### src/rtl/clock_monitor_pkg.sv
// rtl/clock_monitor_pkg.sv - shared constants and FSM state type for clock_edge_monitor
package clock_monitor_pkg;

   localparam int CLK_HZ          = 50_000_000;
   localparam int DEFAULT_TIMEOUT = 10_000_000;

   typedef enum logic [1:0] {
      ST_ACQUIRE = 2'd0,
      ST_MEASURE = 2'd1,
      ST_LOST    = 2'd2
   } state_t;

endpackage

### src/rtl/sync_edge_detect.sv
// rtl/sync_edge_detect.sv - multi-flop synchroniser with a registered rising-edge pulse
module sync_edge_detect #(
   parameter int SYNC_STAGES = 2
) (
   input  logic i_clk,
   input  logic i_rst,
   input  logic i_sig,
   output logic o_rise
);

   logic [SYNC_STAGES-1:0] r_sync;
   logic                   r_prev;
   logic                   r_rise;
   logic                   w_rise;

   assign w_rise = r_sync[SYNC_STAGES-1] & ~r_prev;

   always_ff @(posedge i_clk or posedge i_rst) begin
      if (i_rst) begin
         r_sync <= '0;
         r_prev <= 1'b0;
         r_rise <= 1'b0;
      end else begin
         r_sync <= {r_sync[SYNC_STAGES-2:0], i_sig};
         r_prev <= r_sync[SYNC_STAGES-1];
         r_rise <= w_rise;
      end
   end

   assign o_rise = r_rise;

endmodule

### src/rtl/clock_edge_monitor.sv
// rtl/clock_edge_monitor.sv - slow-clock tick generator, period meter and loss detector
// Optional period deviation checker enabled by PERIOD_CHECK_EN.
module clock_edge_monitor
   import clock_monitor_pkg::*;
#(
   parameter int SYNC_STAGES = 2,
   parameter int CNT_W       = 24,
   parameter int TIMEOUT     = DEFAULT_TIMEOUT,
   parameter int EDGE_W      = 16,
   parameter int EXPECTED    = 5_000_000,
   parameter int TOL         = 1000
) (
   input  logic              clk_in,
   input  logic              rst,
   input  logic              slow_clk,
   output logic              tick,
   output logic [CNT_W-1:0]  period,
   output logic              period_stb,
   output logic              period_valid,
   output logic              clk_lost,
   output logic [EDGE_W-1:0] edge_count
`ifdef PERIOD_CHECK_EN
   ,
   output logic              period_err
`endif
);

   localparam logic [CNT_W-1:0] LP_TMO_LAST = CNT_W'(TIMEOUT - 1);
   localparam logic [CNT_W-1:0] LP_CNT_MAX  = '1;

   state_t            r_state;
   state_t            w_state_nxt;
   logic [CNT_W-1:0]  r_cnt;
   logic [CNT_W-1:0]  r_period;
   logic [EDGE_W-1:0] r_edges;
   logic              r_tick;
   logic              r_stb;
   logic              r_valid;
   logic              r_lost;
   logic              w_rise;
   logic              w_tick_nxt;
   logic              w_stb_nxt;
   logic              w_valid_nxt;
   logic              w_lost_nxt;
   logic [CNT_W-1:0]  w_period_new;

   sync_edge_detect #(
      .SYNC_STAGES (SYNC_STAGES)
   ) u_sync (
      .i_clk  (clk_in),
      .i_rst  (rst),
      .i_sig  (slow_clk),
      .o_rise (w_rise)
   );

   // cnt is cleared on each rise, so cnt+1 is the edge-to-edge distance
   assign w_period_new = r_cnt + 1'b1;

   always_ff @(posedge clk_in or posedge rst) begin
      if (rst) begin
         r_state <= ST_ACQUIRE;
      end else begin
         r_state <= w_state_nxt;
      end
   end

   always_comb begin
      w_state_nxt = r_state;
      w_tick_nxt  = 1'b0;
      w_stb_nxt   = 1'b0;
      w_valid_nxt = r_valid;
      w_lost_nxt  = r_lost;
      case (r_state)
         ST_ACQUIRE: begin
            if (w_rise) begin
               w_state_nxt = ST_MEASURE;
               w_tick_nxt  = 1'b1;
            end
         end
         ST_MEASURE: begin
            // an edge landing on the timeout cycle still counts as a valid period
            if (w_rise) begin
               w_tick_nxt  = 1'b1;
               w_stb_nxt   = 1'b1;
               w_valid_nxt = 1'b1;
            end else if (r_cnt == LP_TMO_LAST) begin
               w_state_nxt = ST_LOST;
               w_lost_nxt  = 1'b1;
               w_valid_nxt = 1'b0;
            end
         end
         ST_LOST: begin
            if (w_rise) begin
               w_state_nxt = ST_MEASURE;
               w_tick_nxt  = 1'b1;
               w_lost_nxt  = 1'b0;
            end
         end
         default: begin
            w_state_nxt = ST_ACQUIRE;
         end
      endcase
   end

   always_ff @(posedge clk_in or posedge rst) begin
      if (rst) begin
         r_cnt    <= '0;
         r_period <= '0;
         r_edges  <= '0;
         r_tick   <= 1'b0;
         r_stb    <= 1'b0;
         r_valid  <= 1'b0;
         r_lost   <= 1'b0;
      end else begin
         r_tick  <= w_tick_nxt;
         r_stb   <= w_stb_nxt;
         r_valid <= w_valid_nxt;
         r_lost  <= w_lost_nxt;
         if (w_stb_nxt) begin
            r_period <= w_period_new;
         end
         if (w_tick_nxt) begin
            r_edges <= r_edges + 1'b1;
         end
         if (w_rise) begin
            r_cnt <= '0;
         end else if (r_cnt != LP_CNT_MAX) begin
            r_cnt <= r_cnt + 1'b1;
         end
      end
   end

   assign tick         = r_tick;
   assign period       = r_period;
   assign period_stb   = r_stb;
   assign period_valid = r_valid;
   assign clk_lost     = r_lost;
   assign edge_count   = r_edges;

`ifdef PERIOD_CHECK_EN
   logic signed [CNT_W:0] w_diff;
   logic signed [CNT_W:0] w_abs;
   logic                  w_err_nxt;
   logic                  r_err;

   assign w_diff    = $signed({1'b0, w_period_new}) - $signed((CNT_W+1)'(EXPECTED));
   assign w_abs     = w_diff[CNT_W] ? -w_diff : w_diff;
   assign w_err_nxt = w_stb_nxt && (w_abs > $signed((CNT_W+1)'(TOL)));

   always_ff @(posedge clk_in or posedge rst) begin
      if (rst) begin
         r_err <= 1'b0;
      end else begin
         r_err <= w_err_nxt;
      end
   end

   assign period_err = r_err;
`endif

endmodule

### config.mk
export PLATFORM = sky130hd
export DESIGN_NAME = clock_edge_monitor
export DESIGN_NICKNAME = d
export VERILOG_FILES = /design/src/rtl/clock_monitor_pkg.sv /design/src/rtl/sync_edge_detect.sv /design/src/rtl/clock_edge_monitor.sv
export SDC_FILE = /design/constraint.sdc
export NUM_CORES = 1
export LEC_CHECK = 0
export CORE_MARGIN = 2
export CORE_UTILIZATION = 30
export CTS_CLUSTER_SIZE = 12
export DETAILED_ROUTE_END_ITERATION = 8
export SLEW_MARGIN = 5
export SYNTH_ARGS = -nofsm -noshare
export SYNTH_HDL_FRONTEND = slang
export SYNTH_SLANG_ARGS = --single-unit
### constraint.sdc
create_clock -name clk_in -period 3.45 [get_ports clk_in]
set_input_delay 1.035 -clock clk_in [delete_from_list [all_inputs] [get_ports clk_in]]
set_output_delay 1.035 -clock clk_in [all_outputs]
set_load 0.02 [all_outputs]
==> results.ini <==
[critical_path]
crit_buf_inv = 1
cp_max_fo = 6
crit_slowest_cell = clkdlybuf4s50_1
crit_required_ns = 2.41
cpLargestDelayFamily = buffers and inverters
path_cells = clkdlybuf4s50_1
startpoint_type = flop
cp-end-kind = primary output
path_class = reg -> out
worstPathArrival_ns = 1.41
critPathMaxStageDelay_ns = 0.64

[grt]
antenna_found_initial = 0
grt_usage = 0.122
grt_overflow_total = 0
grt_pass1_wl_um = 11100
grt_pass1_vias = 2211
grt_start_max_net_pins = 49

[clock_tree]
hold_buffers = 0
numCtsBuffers = 9
cts_tree = yes
cts-root-buf = clkbuf_8
clock_latency_ns = 0.33
cts_max_level = 3
clk_pin_slew_ns = 0.08
cts_setup_buffers = 0
cts_resized = 0
clockBufferDepth = 2
clock-sinks = 74

[synth]
ys_top_cells_by_count = dfrtp_1, nand2_1, o21ai_0
ys.flop_type = dfrtp_1
synth-warning-count = 0
syn_inst = 305
synth-async-reset-ratio = 1.00
synth_top_cell_area_share = 0.565
synthesis.area_mm2 = 0.00328
syn-num-nets = 310
netlist_top_cells_area = dfrtp_1, nand2_1, xnor2_1
syn_avg_cell_area_um2 = 10.7
synth_most_common_cell = dfrtp_1
synth_top_area_cell = dfrtp_1
yosysSeqAreaShare = 0.565
synth_seq_cells = 74
synth_cell_types = 37
synth_edf_count = 0

[timing]
rsz0062_at_grt = no
slew_viol_final = 0
setup_viol = 0
hold_violations = 0
period_share = 0.709
fin_crit_ns = 2.44
fin_ws_ns = 1.01
finalSetupTns_ns = 0
fmax_mhz = 409
worst_slew_pin_slew_ns = 0.810
clock_skew_ns = 0.0100
relSlewSlack = 0.455

[drt]
drc = 0
wl_per_cell_um = 13.2
drt_iter0_drc = 187
avgViaCountPerCell = 4.60
final_antenna_net_count = 0
route.vias.total = 2284
drt_wl_total_um = 6560
dr.pass1.iters = 4

[floorplanning]
die_w_um = 109
num_rows = 38
start_util = 0.305
dieArea_mm2 = 0.0118
coreArea_mm2 = 0.0107
io_pins = 47
die_h_um = 109

[placement]
io_buffer_count = 46
gp_congestion = 0.776
pre_cts_ws_ns = 1.15
dp_hpwl_um = 4680
dpl_cell_area_mm2 = 0.00385

[layout]
multi_input_area_mm2 = 0.00132
drive_gt1_frac = 0.107
seq_area_mm2 = 0.00185
syn2layout_area_growth_pct = 24.7
layout.nets = 356
num-fill-cells = 1094
fin_area_mm2 = 0.00409
n_antenna_cell = 0

[power]
p_per_area_mw_per_mm2 = 514
ir_drop_v = 0.000222
power_leakage_nw = 1.72

[worst_hold_path]
hp-class = reg -> reg

[run_status]
status = completed

[job]
maxCapViolations = 0

per-layer routing:
layer | global-route usage | routed length [µm]
met1 | 0.179 | 3360
met4 | 0.0604 | 92
met2 | 0.170 | 2860
met3 | 0.0259 | 251
met5 | 0 | 0
worst paths after layout:
path / end / cells past startpoint / slack, ns / from
worst max register to register: edge_count[12] / 7 / 1.23 / u_sync.o_rise
min in group asynchronous: clk_lost / 2 / 1.13 / rst
max in group asynchronous: period[9] / 3 / 1.59 / rst
worst min-delay path: u_sync.r_sync[1] / 0 / 0.36 / u_sync.r_sync[0]
worst min register to register: u_sync.r_sync[1] / 0 / 0.36 / u_sync.r_sync[0]
worst max-delay path: edge_count[4] / 1 / 1.01 / edge_count[4]
layout by cell type (no fill, tap or decap), types with 2 or more instances in the layout:
master           instances
nand2_1                 49
bufinv_16                2
nor2_1                  16
and4_1                   3
a21oi_2                  9
nor2_4                   3
o21ai_0                 22
nor4_1                   3
nand3_1                 14
clkdlybuf4s50_1         46
and3_1                   4
dfrtp_1                 74
buf_4                    4
nand2b_1                 3
nor3_1                   2
ha_1                     2
nor4b_1                  2
o21ai_1                  3
mux2i_1                  6
nor2b_1                  2
nand4_1                 14
clkbuf_8                12
xor2_1                  18
inv_1                    3
xnor2_1                 20
a21oi_1                  8
logic make-up after synthesis:
kind of cell / count (synthesis) / share of synthesized area
simple gates: 121 / 0.190
flops: 74 / 0.565
compound gates: 45 / 0.0847
xor+xnor: 38 / 0.102
buf+inv: 19 / 0.0332
mux: 6 / 0.0183
fa+ha+maj: 2 / 0.00763
area by class of cell:
class	count	share of cell area
inverters	4	0.00367
repair buffers	50	0.120
clock buffers	12	0.0404
flip-flops and latches	74	0.453
clock inverters	4	0.0178
multi-input cells	212	0.322
well taps	140	0.0429
state kept, by name, summed over array words and instances, names as in the netlist:
name and flops:
period 24, period_valid 1, clk_lost 1, u_sync.r_prev 1, edge_count 16, u_sync.r_sync 2
u_sync.o_rise 1, r_state 2, r_cnt 24, tick 1, period_stb 1
power breakdown:
part           switching, mW  leakage [nW]  internal, mW
registers             0.0789         0.995         0.937
clock network          0.302         0.119         0.465
logic                  0.171         0.603         0.145
stage by stage:
stage                      util  std cells  total power [mW]  hold WS [ns]
after global routing      0.380        496              2.21         0.362
after detailed placement  0.358        480              1.35         0.341
after CTS                 0.380        496              2.13         0.359
after global placement    0.358        480              1.35         0.339
final                     0.380        496              2.10         0.357
after floorplan               -        305              1.20         0.331
Power figures use the tool's default switching activity.
